`config.mk`:
```
export PLATFORM = sky130hd
export DESIGN_NAME = jtopll_chreg_gen
export DESIGN_NICKNAME = d
export VERILOG_FILES = /design/src/rtl/jtopll_chreg_gen.sv
export SDC_FILE = /design/constraint.sdc
export NUM_CORES = 1
export LEC_CHECK = 0
export CAP_MARGIN = 20
export CORE_MARGIN = 3
export CORE_UTILIZATION = 30
export DETAILED_ROUTE_END_ITERATION = 10
export GPL_ROUTABILITY_DRIVEN = 0
export PLACE_DENSITY = 0.44
export SLEW_MARGIN = 20
export SYNTH_ARGS = -nofsm -noshare
export SYNTH_HDL_FRONTEND = slang
export SYNTH_SLANG_ARGS = --single-unit
export TNS_END_PERCENT = 20
```
`constraint.sdc`:
```
create_clock -name clk -period 4.1 [get_ports clk]
set_input_delay 0.615 -clock clk [delete_from_list [all_inputs] [get_ports clk]]
set_output_delay 0.615 -clock clk [all_outputs]
set_load 0.1 [all_outputs]
```
`src/rtl/jtopll_chreg_gen.sv`:
```
// rtl/jtopll_chreg_gen.sv - OPLL channel/control register file with slot sequencer (optional readback: JTOPLL_RDBACK_EN)
module jtopll_chreg_gen #(
  parameter int NCH = 9,
  parameter int CHW = 4
) (
  input  logic           clk,
  input  logic           rst_n,
  input  logic           cen,
  input  logic           wr,
  input  logic           a0,
  input  logic [7:0]     din,
  output logic           busy,
  output logic           drop,
  output logic [7:0]     dout,
  output logic           zero,
  output logic [CHW-1:0] ch,
  output logic           op,
  output logic [8:0]     fnum,
  output logic [2:0]     block,
  output logic           keyon,
  output logic           sus_en,
  output logic [3:0]     inst,
  output logic [3:0]     vol,
  output logic [63:0]    upatch,
  output logic           rhy_en,
  output logic [4:0]     rhy_kon
);
  localparam int NREG = 1 << CHW;
  localparam logic [CHW-1:0] LAST = CHW'(NCH - 1);

  logic [7:0]     addr;
  logic [8:0]     fnum_m  [NREG];
  logic [2:0]     block_m [NREG];
  logic           keyon_m [NREG];
  logic           sus_m   [NREG];
  logic [3:0]     inst_m  [NREG];
  logic [3:0]     vol_m   [NREG];

  logic [1:0]     pend_kind;
  logic [CHW-1:0] pend_ch;
  logic [7:0]     pend_din;

  logic           chan_hit;
  logic [CHW-1:0] wch;
  logic [CHW-1:0] ch_nxt;
  logic           apply;

  // Address decode for channel registers and next-slot channel index
  always_comb begin
    chan_hit = (addr[7:6] == 2'b00) && (addr[5:4] != 2'b00) &&
               ({1'b0, addr[3:0]} < 5'(NCH));
    wch      = CHW'(addr[3:0]);
    ch_nxt   = ch;
    if (op) ch_nxt = (ch == LAST) ? '0 : ch + CHW'(1);
    apply    = cen && busy && op && (ch == pend_ch);
  end

  assign zero = (ch == '0) && !op;

  // Slot sequencer: op toggles every cen, channel advances after the carrier slot
  always_ff @(posedge clk or negedge rst_n) begin
    if (!rst_n) begin
      op <= 1'b0;
      ch <= '0;
    end else if (cen) begin
      op <= ~op;
      ch <= ch_nxt;
    end
  end

  // CPU interface: address latch, pending slot, busy/drop handshake
  always_ff @(posedge clk or negedge rst_n) begin
    if (!rst_n) begin
      addr      <= 8'h00;
      busy      <= 1'b0;
      drop      <= 1'b0;
      pend_kind <= 2'd0;
      pend_ch   <= '0;
      pend_din  <= 8'h00;
    end else begin
      drop <= 1'b0;
      if (wr && !a0) addr <= din;
      if (apply) busy <= 1'b0;
      // acceptance looks at busy before this edge, so a write racing the apply is dropped
      if (wr && a0 && chan_hit) begin
        if (busy) begin
          drop <= 1'b1;
        end else begin
          busy      <= 1'b1;
          pend_kind <= addr[5:4];
          pend_ch   <= wch;
          pend_din  <= din;
        end
      end
    end
  end

  // Immediate registers: user patch bytes and rhythm control
  always_ff @(posedge clk or negedge rst_n) begin
    if (!rst_n) begin
      upatch  <= 64'd0;
      rhy_en  <= 1'b0;
      rhy_kon <= 5'd0;
    end else if (wr && a0) begin
      if (addr[7:3] == 5'd0) upatch[{addr[2:0], 3'b000} +: 8] <= din;
      if (addr == 8'h0E) begin
        rhy_en  <= din[5];
        rhy_kon <= din[4:0];
      end
    end
  end

  // Channel register file, updated only at the end of the target channel's carrier slot
  always_ff @(posedge clk or negedge rst_n) begin
    if (!rst_n) begin
      for (int i = 0; i < NREG; i++) begin
        fnum_m[i]  <= 9'd0;
        block_m[i] <= 3'd0;
        keyon_m[i] <= 1'b0;
        sus_m[i]   <= 1'b0;
        inst_m[i]  <= 4'd0;
        vol_m[i]   <= 4'd0;
      end
    end else if (apply) begin
      case (pend_kind)
        2'd1: fnum_m[pend_ch][7:0] <= pend_din;
        2'd2: begin
          fnum_m[pend_ch][8] <= pend_din[0];
          block_m[pend_ch]   <= pend_din[3:1];
          keyon_m[pend_ch]   <= pend_din[4];
          sus_m[pend_ch]     <= pend_din[5];
        end
        2'd3: begin
          inst_m[pend_ch] <= pend_din[7:4];
          vol_m[pend_ch]  <= pend_din[3:0];
        end
        default: ;
      endcase
    end
  end

  // Channel outputs follow the channel that becomes current on each cen
  always_ff @(posedge clk or negedge rst_n) begin
    if (!rst_n) begin
      fnum   <= 9'd0;
      block  <= 3'd0;
      keyon  <= 1'b0;
      sus_en <= 1'b0;
      inst   <= 4'd0;
      vol    <= 4'd0;
    end else if (cen) begin
      fnum   <= fnum_m[ch_nxt];
      block  <= block_m[ch_nxt];
      keyon  <= keyon_m[ch_nxt];
      sus_en <= sus_m[ch_nxt];
      inst   <= inst_m[ch_nxt];
      vol    <= vol_m[ch_nxt];
    end
  end

`ifdef JTOPLL_RDBACK_EN
  logic [7:0] rd_val;

  // Readback mux; a pending channel write is not visible until applied
  always_comb begin
    rd_val = 8'hFF;
    if (addr[7:3] == 5'd0) begin
      rd_val = upatch[{addr[2:0], 3'b000} +: 8];
    end else if (addr == 8'h0E) begin
      rd_val = {2'b00, rhy_en, rhy_kon};
    end else if (chan_hit) begin
      case (addr[5:4])
        2'd1:    rd_val = fnum_m[wch][7:0];
        2'd2:    rd_val = {2'b00, sus_m[wch], keyon_m[wch], block_m[wch], fnum_m[wch][8]};
        default: rd_val = {inst_m[wch], vol_m[wch]};
      endcase
    end
  end

  // Registered readback
  always_ff @(posedge clk or negedge rst_n) begin
    if (!rst_n) dout <= 8'h00;
    else        dout <= rd_val;
  end
`else
  assign dout = 8'h00;
`endif

endmodule

```
* Yosys cells after proc, flatten, opt, wreduce, memory -nomap -nowiden
Cells that the tools add are included.
** Word-level totals
- Bits of input ports :: 13
- Word-level logic and storage cells :: 198
- Register bits :: 473
** Operators by class
- Add/sub/neg operators :: 2
- Shift-type cells :: 2
- Equality and inequality tests :: 6
- Bitwise operators :: 4
- Multiplexer cells :: 44
- $lt $le $gt $ge :: 4
- Reduce and logical (&&, ||, !) cells :: 23
** Operators with widths (count)
- 144-bit bitwise mux :: 2
- 144-bit case mux with 2 select lines :: 1
- 64-bit bitwise mux :: 3
- 9-bit demux with 4-bit select :: 2
- 8-bit by 8-bit variable shift with 64-bit output (first input constant) :: 1
- 8-bit by 8-bit variable part select with 64-bit output :: 1
- 48-bit bitwise mux :: 1
- 9-bit binary-select mux with 4-bit select :: 1
- 4-bit binary-select mux with 4-bit select :: 2
- 16-bit bitwise mux :: 2
- 4-bit 2-to-1 mux :: 7
- 9-bit 2-to-1 mux :: 3
- 4-bit demux with 4-bit select :: 1
- 3-bit binary-select mux with 4-bit select :: 1
- 3-bit demux with 4-bit select :: 1
- 2-bit AND reduction :: 6
- 5-bit >= comparator (second input constant) :: 2
- 1-bit logical AND :: 10
- 1-bit 2-to-1 mux :: 10
- 4-bit NOT with 5-bit output :: 2
- 3-bit 2-to-1 mux :: 3
- 1-bit binary-select mux with 4-bit select :: 2
- 8-bit by 4-bit equality test with 1-bit output (second input constant) :: 1
- 8-bit 2-to-1 mux :: 1
- 15 further kinds :: 19

* Longest topological paths before layout
Gate-level depths: netlist of run 1.
- Depth in word-level cells :: 7
- Mapped depth :: 13

* Worst setup path before layout of run 1
Ideal clock, no wire load.
- Path kind :: reg-to-output
- Start :: register ch[0]
- End :: output zero
- Slack :: -1.570 ns
- Data arrival time :: 5.055 ns
- Buffers on the path :: 2
- Required time :: 3.485 ns
- Stages on the path, launching flop included :: 6
- Cell sequence :: dfrtp_1 > clkinv_1 > clkbuf_1 > clkbuf_1 > ha_1 > nor4b_1
** On the way
- Cells in the longest elaborated chain, start to end :: 2
** RTL lines
- start, declared :: RTL line 16 : output logic [CHW-1:0] ch,
- start signal, assigned :: RTL line 67 : ch <= ch_nxt;
- 4-bit zero test :: RTL line 58 : assign zero = (ch == '0) && !op;
- 1-bit logical AND :: RTL line 58
- end, declared :: RTL line 15 : output logic zero,
No other way between the ends.

* Worst setup path in the final report of run 1
- Start :: register ch[2]
- End :: output ch[2]
No word-level cell between the ends.

==> results.cfg, run 1 <==
[clock_tree]
cts_hold_buf = 0
numCtsBuffers = 55
clkTransAtPathRegs_ns = 0.06
clock_latency_ns = 0.62
postCtsResizedCells = 0
tritoncts = yes
clk_path_buf_depth = 3
post_cts_buffers = 0
cts_root_buf = clkbuf_16
cts_htree_levels = 2
clkSinkCount = 473

[drt]
wire_per_inst_um = 23.61
dr.pass1.iters = 5
drc_errors = 0
vias = 16100
antenna_left = 0
routed_wl_um = 71910
via_per_inst = 5.286
drt_iter0_drc = 953

[cells_and_area]
postLayoutCellArea_um2 = 27300
nNetsFinal = 2055
antenna_cells = 0
area_delta_synth_final_pct = 19.11
layout-drive-gt1-share_pct = 33.70
fill_cells = 7422

[sta]
min_period_ns = 3.377
maxSlewHeadroom_pct = 30.50
rsz0062_at_grt = false
fin_crit_sh_pct = 82.37
finalHoldViolCount = 0
tns_ns = 0
worstMarginPinSlew_ns = 1.039
finalMaxSlewViolations = 0
finalSetupViolCount = 0
fmax_mhz = 296.1
skew_ns = 0.03377

[global_routing]
grt_max_degree = 100
grt_usage_pct = 18.16
grt-ovfl-total = 0
antenna_found_initial = 0
grt_pass1_wl_um = 110200
grt_pass1_vias = 17050

[synth]
synth_top_area_share_pct = 51.64
syn_inst = 1948
syn-cell-area_um2 = 22920
synth_common_cells = mux2_2 (504), dfrtp_1 (473), nand2_1 (295), clkbuf_1 (112), nand3_1 (60)
synth_top_flop_cell = dfrtp_1
synth_edf_count = 0
yosys-top-cells-area = dfrtp_1 (52%), mux2_2 (25%), nand2_1 (4.8%)
ys_types = 53
ys_async_sr_fraction_pct = 100.0
yosysWarnings = 0
syn_avg_cell_area_um2 = 11.77
synth_seq_area_share_pct = 51.64
synth_seq_cells = 473
synth_area_leader_cell = dfrtp_1
yosysMostFrequentCell = mux2_2

[critical_path]
r2r_slack_ns = 0.92
reg2reg_from = ch[1]$_DFFE_PN0P_
worst_setup_path_start_kind = register
crit_arrival_ns = 2.76
cpLargestDelayFamily = buffers and inverters
crit_path_end_kind = primary output
critPathSlowestCell = clkdlybuf4s50_1
required_ns = 3.48
critPathMaxStageDelay_ns = 1.31
crit_chain = clkdlybuf4s50_1
path_class = reg -> out
cp_num_buf_inv = 1
worstPathMaxFanout = 20
crit_start = ch[2]$_DFFE_PN0P_

[pwr]
power_leakage_nw = 12.58
peakVddDrop_uv = 557.2
power_density_nw_per_um2 = 684.2

[die]
start_util_pct = 30.53
die_h_um = 282.4
io_pins = 121
row_count = 100
die_w_um = 282.4
die_area_um2 = 79750
coreArea_um2 = 75070

[place]
dp_hpwl_um = 46180
dpl_cell_area_um2 = 25330
io_buffer_count = 112

[status]
status = completed

[worst_hold_path]
hp-class = in -> async

[job]
max_cap_viol_count = 0
where the power goes:
| part | leakage, nW | total [W] | internal [W] | switching (W) |
|---|---|---|---|---|
| clock network | 0.965 | 0.00529 | 0.00322 | 0.00207 |
| logic | 5.11 | 0.00768 | 0.00208 | 0.00561 |
| registers | 6.51 | 0.00570 | 0.00496 | 0.000738 |
| total | 12.6 | 0.0187 | 0.0103 | 0.00842 |
path summary, 6_finish.rpt:
path	to	cells past startpoint
worst min register to register	fnum_m[114]$_DFFE_PN0P_	1
max in group asynchronous	inst_m[16]$_DFFE_PN0P_	2
worst max-delay path	ch[2]	1
worst max register to register	vol[1]$_DFFE_PN0P_	9
min in group clk	fnum_m[114]$_DFFE_PN0P_	1
worst min-delay path	sus_m[0]$_DFFE_PN0P_	1
per-stage QoR:
step / worst slack [ns] / total power [W] / util, % / cells / hold slack (ns)
after floorplan: 0.4243 / 0.01022 / - / 1955 / 0.3194
after global placement: 0.9083 / 0.01352 / 33.75 / 2945 / 0.4732
after detailed placement: 0.9060 / 0.01354 / 33.75 / 2945 / 0.4853
after CTS: 0.6833 / 0.01894 / 36.36 / 3046 / 0.08655
after global routing: 0.5885 / 0.01964 / 36.36 / 3046 / 0.08798
final: 0.7227 / 0.01868 / 36.36 / 3046 / 0.03027
flip-flops by register name, indices dropped and copies added (netlist names), 9 cells and up:
signal   flops
block_m     48
fnum         9
upatch      64
sus_m       16
inst_m      64
vol_m       64
keyon_m     16
fnum_m     144
cell families after synthesis:
| logic type | count (synthesis) | share of synthesized area (%) |
|---|---|---|
| and+or+nand+nor | 474 | 9.199 |
| other | 1 | 0.01636 |
| AOI/OAI and AO/OA | 254 | 8.123 |
| muxes | 560 | 27.22 |
| buffers and inverters | 171 | 3.073 |
| xor gates and xnor gates | 6 | 0.2293 |
| DFF | 473 | 51.64 |
| adders and majority gates | 9 | 0.4913 |
metal layers:
layer  GRT usage [%]  wire length [um]  part of all wire [%]
met1           25.13             33130                    46
met3           3.376              3434                   4.8
met2           29.30             33570                    47
met4           4.720              1775                   2.5
met5               0                 0                     0
layout by cell type (no fill, tap or decap), types with 12 or more instances in the layout:
cell and count:
nand3_1 60, a222oi_1 21, clkbuf_16 56, dfrtp_1 465, mux2_2 504, nand2_1 295, o21ai_0 33, mux2i_1 53
and3_1 19, clkbuf_8 15, a22oi_1 41, o211ai_1 38, a221o_1 18, a31oi_1 29, buf_4 60, nor2_1 22
a221oi_1 20, nand4_1 20, clkdlybuf4s50_1 110, a21oi_1 28, inv_1 12
cell type report:
type | count | area [um^2] | share of cell area (%)
clock inverters | 20 | 320.3 | 1.173
repair buffers | 179 | 1727 | 6.325
well taps | 969 | 1212 | 4.441
inverters | 13 | 48.80 | 0.1787
clock buffers | 81 | 1645 | 6.027
multi-input cells | 1311 | 10500 | 38.45
flip-flops and latches | 473 | 11850 | 43.40
No activity file was read; power rests on OpenSTA's default activity.
==> inputs of run 2 (changes only) <==
Clock period 4.1 ns to 3.15 ns, I/O delays scaled along.
==> run 2 against run 1 <==
Hold slack better by 0.40 ns. Sequential power is 27% higher. Sequential share of layout area is 0.15 points higher. Total power is 31% higher. Die area stayed put.
==> results.cfg, run 2 (synthesis gave the netlist of run 1 again) <==
[sta]
rsz0062_at_grt = false
skew_ns = 0.02399
finalHoldViolCount = 0
finalSetupViolCount = 0
finalMaxSlewViolations = 0
min_period_ns = 2.781
setup_slack_ns = 0.3692
worstMarginPinSlew_ns = 0.8739
tns_ns = 0
fmax_mhz = 359.6
fin_crit_sh_pct = 88.28
maxSlewHeadroom_pct = 41.29

[clock_tree]
postCtsResizedCells = 0
cts_htree_levels = 2
post_cts_buffers = 0
tritoncts = yes
numCtsBuffers = 56
clkTransAtPathRegs_ns = 0.06
clkSinkCount = 473
cts_root_buf = clkbuf_16
clk_path_buf_depth = 3
clock_latency_ns = 0.63

[place]
dpl_worst_slack_ns = 0.3034
dpl_cell_area_um2 = 25330
io_buffer_count = 112
dp_hpwl_um = 47820

[cells_and_area]
antenna_cells = 0
final_common_cell = mux2_2
regMostFlops = fnum_m
fill_cells = 7391
postLayoutCellArea_um2 = 27210
layout-drive-gt1-share_pct = 38.94
largest_reg_flops = 144
layout_common_cells = mux2_2 (504), dfrtp_1 (466), nand2_1 (295), buf_4 (170), nand3_1 (60)
nNetsFinal = 2077
area_delta_synth_final_pct = 18.72

[die]
start_util_pct = 30.53
io_pins = 121
row_count = 100
coreArea_um2 = 75070
die_w_um = 282.4
die_h_um = 282.4
die_area_um2 = 79750

[critical_path]
worst_setup_path_start_kind = register
crit_path_end_kind = register
critPathSlowestCell = dfrtp_4
crit_chain = clkinv_1, ha_1, and4bb_2, or2_2, buf_4, nand2_1, a31oi_1, nand4_1, o211ai_1
path_class = reg -> reg
ff2ff_path_depth = 9
required_ns = 3.68
critPathMaxStageDelay_ns = 0.58
worstPathMaxFanout = 15
reg2reg_from = ch[0]$_DFFE_PN0P_
crit_arrival_ns = 3.31
reg2reg_to = inst[1]$_DFFE_PN0P_
r2r_slack_ns = 0.37

[worst_hold_path]
hp-class = in -> async

[pwr]
total_power_w = 0.02452
peakVddDrop_uv = 777.5
power_leakage_nw = 12.87
power_density_nw_per_um2 = 901.1

[status]
status = completed

[global_routing]
antenna_found_initial = 0
grt_usage_pct = 18.79
grt_pass1_wl_um = 113300
grt_pass1_vias = 17090
grt-ovfl-total = 0
grt_max_degree = 75

[drt]
wire_per_inst_um = 24.28
routed_wl_um = 74460
dr.pass1.iters = 6
vias = 16260
via_per_inst = 5.301
antenna_left = 0
drt_iter0_drc = 931
drc_errors = 0

[job]
max_cap_viol_count = 0
[run 2: changes by cell type in the layout (fill, tap and decap cells not counted), sizes merged]
cell	previous run	this run
buf	69	188
clkdlybuf4s50	110	11
clkinv	11	17
bufinv	7	3
clkbuf	81	80
clkinvlp	2	1
dlygate4sd3	0	1
[run 2: power by group]
part	leakage, nW	switching, W	internal, W
logic	5.43	0.00773	0.00299
registers	6.51	0.000756	0.00647
clock network	0.931	0.00272	0.00386
total	12.9	0.0112	0.0133
[run 2: final cells by class]
| cell class | instances | area (um^2) | area share [%] |
|---|---|---|---|
| multi-input combinational | 1311 | 10480 | 38.51 |
| sequential | 473 | 11850 | 43.55 |
| tap | 969 | 1212 | 4.456 |
| timing repair buffer | 200 | 1752 | 6.438 |
| clock buffer | 80 | 1642 | 6.033 |
| inverter | 13 | 48.80 | 0.1793 |
| clock inverter | 21 | 226.5 | 0.8323 |
[run 2: how the worst max path moves through the flow]
stage	startpoint	endpoint	slack, ns	depth (start not counted)
after floorplan	op$_DFFE_PN0P_	zero	-0.1	5
after global placement	cen	vol_m[54]$_DFFE_PN0P_	0.28	8
after detailed placement	a0	upatch[29]$_DFFE_PN0P_	0.30	7
after CTS	ch[0]$_DFFE_PN0P_	inst[1]$_DFFE_PN0P_	0.40	9
after global routing	ch[0]$_DFFE_PN0P_	vol[1]$_DFFE_PN0P_	0.23	9
final	ch[0]$_DFFE_PN0P_	inst[1]$_DFFE_PN0P_	0.37	9
[run 2: metrics by stage]
step / instances / hold WS, ns / util (%)
2_1_floorplan: 1955 / 0.1769 / -
6_report: 3067 / 0.4309 / 36.25
4_1_cts: 3067 / 0.3996 / 36.25
5_1_grt: 3067 / 0.4752 / 36.25
3_3_place_gp: 2965 / 0.4748 / 33.74
3_5_place_dp: 2965 / 0.4814 / 33.74
[run 2: what timing repair did]
item | CTS | global route
hold endpoints to repair | 62 | 0
endpoints found under the setup margin | 0 | 0
hold buffers | 1 | 0
[run 2: metal layers]
layer	wire [um]	track usage [%]
met4	1884	5.117
met1	34270	25.78
met2	35610	30.99
met3	2691	2.847
met5	0	0
[run 2: critical path, delay by kind of cell, from the launching register on]
family,cells,cell delay [ns]
AO/OA/AOI/OAI,2,0.48
adder cells (fa/ha/maj),1,0.16
buffers and inverters,2,0.39
flip-flops,1,0.58
AND/OR/NAND/NOR,4,1.07
==> inputs of run 3 (changes only) <==
Settings changed: CORE_ASPECT_RATIO set to 1.5.
==> run 3 against run 2 <==
Clock-buffer cell count decreased by 7. Die area barely moved. Hold slack gained 0.011 ns. Sequential power up 1%. First-iteration DRC count increased by 2.4%.
==> results.cfg, run 3 (synthesis gave the netlist of run 1 again) <==
[critical_path]
critPathMaxStageDelay_ns = 0.66
path_depth = 8
reg2reg_to = block[1]$_DFFE_PN0P_
reg2reg_from = ch[0]$_DFFE_PN0P_
worst_setup_path_start_kind = register
crit_path_end_kind = register
cp_num_buf_inv = 2
ff2ff_path_depth = 8
r2r_slack_ns = 0.28
critPathSlowestCell = and2_4
required_ns = 3.67
crit_arrival_ns = 3.39
cpLargestDelayFamily = simple AND/OR/NAND/NOR gates
worstPathMaxFanout = 54
crit_chain = buf_4, nor2b_1, and2_4, buf_4, a22oi_1, o211ai_1, nand4_1, o211ai_1
path_class = reg -> reg

[cells_and_area]
layout-drive-gt1-share_pct = 39.10
fill_cells = 7463
final_util_pct = 36.03
antenna_cells = 0
multi_input_area_um2 = 10480
area_delta_synth_final_pct = 18.56
nNetsFinal = 2083
largest_reg_flops = 144
register_area_um2 = 11850
layout_common_cells = mux2_2 (504), dfrtp_1 (466), nand2_1 (295), buf_4 (180), nand3_1 (60)
regMostFlops = fnum_m
final_common_cell = mux2_2

[pwr]
peakVddDrop_uv = 544.5
power_density_nw_per_um2 = 872.4
pwr-share-clk_pct = 26.1
power_frac_comb_pct = 43.1
p_seq_share_pct = 30.8
switching_power_w = 0.01077
switching_share_pct = 45.44
power_leakage_nw = 12.84
p_int_w = 0.01294

[global_routing]
grt_max_degree = 79
grt_pass1_wl_um = 111500
grt-ovfl-total = 0
grt_pass1_vias = 17240
grt_usage_pct = 18.30
antenna_found_initial = 0

[drt]
dr.pass1.iters = 7
wire_per_inst_um = 23.48
drc_errors = 0
routed_wl_um = 72790
antenna_left = 0
drt_iter0_drc = 953
vias = 16180
via_per_inst = 5.218

[clock_tree]
numCtsBuffers = 52
cts_hold_buf = 1
clock_latency_ns = 0.62
postCtsResizedCells = 0
post_cts_buffers = 0
clkTransAtPathRegs_ns = 0.06
cts_htree_levels = 2
tritoncts = yes
cts_root_buf = clkbuf_16
clkSinkCount = 473
clk_path_buf_depth = 3

[sta]
min_period_ns = 2.873
fmax_mhz = 348.1
worstMarginPinSlew_ns = 0.9182
maxSlewHeadroom_pct = 38.79
fin_crit_sh_pct = 91.21
rsz0062_at_grt = false
tns_ns = 0
finalHoldViolCount = 0
finalSetupViolCount = 0
setup_slack_ns = 0.2769
finalMaxSlewViolations = 0
skew_ns = 0.02403

[place]
io_buffer_count = 112
dp_hpwl_um = 48840
dpl_worst_slack_ns = 0.1593

[die]
row_count = 123
io_pins = 121
die_w_um = 231.7
die_h_um = 344.5
coreArea_um2 = 75410
start_util_pct = 30.39
die_area_um2 = 79820

[job]
max_cap_viol_count = 0

[worst_hold_path]
hp-class = in -> async

[status]
status = completed
[run 3: cell types whose count changed in the layout (fill, tap and decap cells not counted), sizes merged]
cell / change
buf: +10
bufinv: -1
clkinv: -1
clkbuf: -7
inv: +1
[run 3: power by group through the flow]
stage | combinational, W | clock, W | sequential [W]
after floorplan | 0.00500 | 0 | 0.00831
after global placement | 0.0103 | 0 | 0.00742
after detailed placement | 0.0104 | 0 | 0.00744
after CTS | 0.0104 | 0.00639 | 0.00733
after global routing | 0.0109 | 0.00661 | 0.00739
final | 0.0102 | 0.00618 | 0.00730
[run 3: routing by layer]
metal / vias to the layer above / track usage, % / wire (um)
met5: - / 0 / 0
met4: 0 / 5.711 / 2189
met3: 99 / 3.453 / 3344
met2: 339 / 33.03 / 37750
met1: 8431 / 21.91 / 29500
li1: 7308 / - / -
[run 3: through the flow]
stage | area, um^2 | power (W) | instances | hold WS (ns)
2_1_floorplan | 22960 | 0.01331 | 1955 | 0.1769
3_3_place_gp | 25450 | 0.01776 | 3006 | 0.4785
3_5_place_dp | 25450 | 0.01779 | 3006 | 0.4839
4_1_cts | 27170 | 0.02409 | 3100 | 0.4865
5_1_grt | 27170 | 0.02489 | 3100 | 0.4949
6_report | 27170 | 0.02371 | 3100 | 0.4418
[run 3: area by class of cell]
cell class                      instances  area share (%)
Sequential cell                       473           43.61
Tap cell                             1000           4.604
Clock buffer                           73           5.677
Timing Repair Buffer                  210           6.723
Multi-Input combinational cell       1311           38.56
Clock inverter                         20          0.6446
Inverter                               13          0.1796
[run 3: how the worst max path moves through the flow]
stage	start	end	slack (ns)
final	ch[0]$_DFFE_PN0P_	block[1]$_DFFE_PN0P_	0.28
after global routing	ch[0]$_DFFE_PN0P_	block[2]$_DFFE_PN0P_	0.08
after CTS	op$_DFFE_PN0P_	op	0.20
after detailed placement	cen	vol_m[38]$_DFFE_PN0P_	0.16
after global placement	cen	vol_m[38]$_DFFE_PN0P_	0.13
after floorplan	op$_DFFE_PN0P_	zero	-0.1
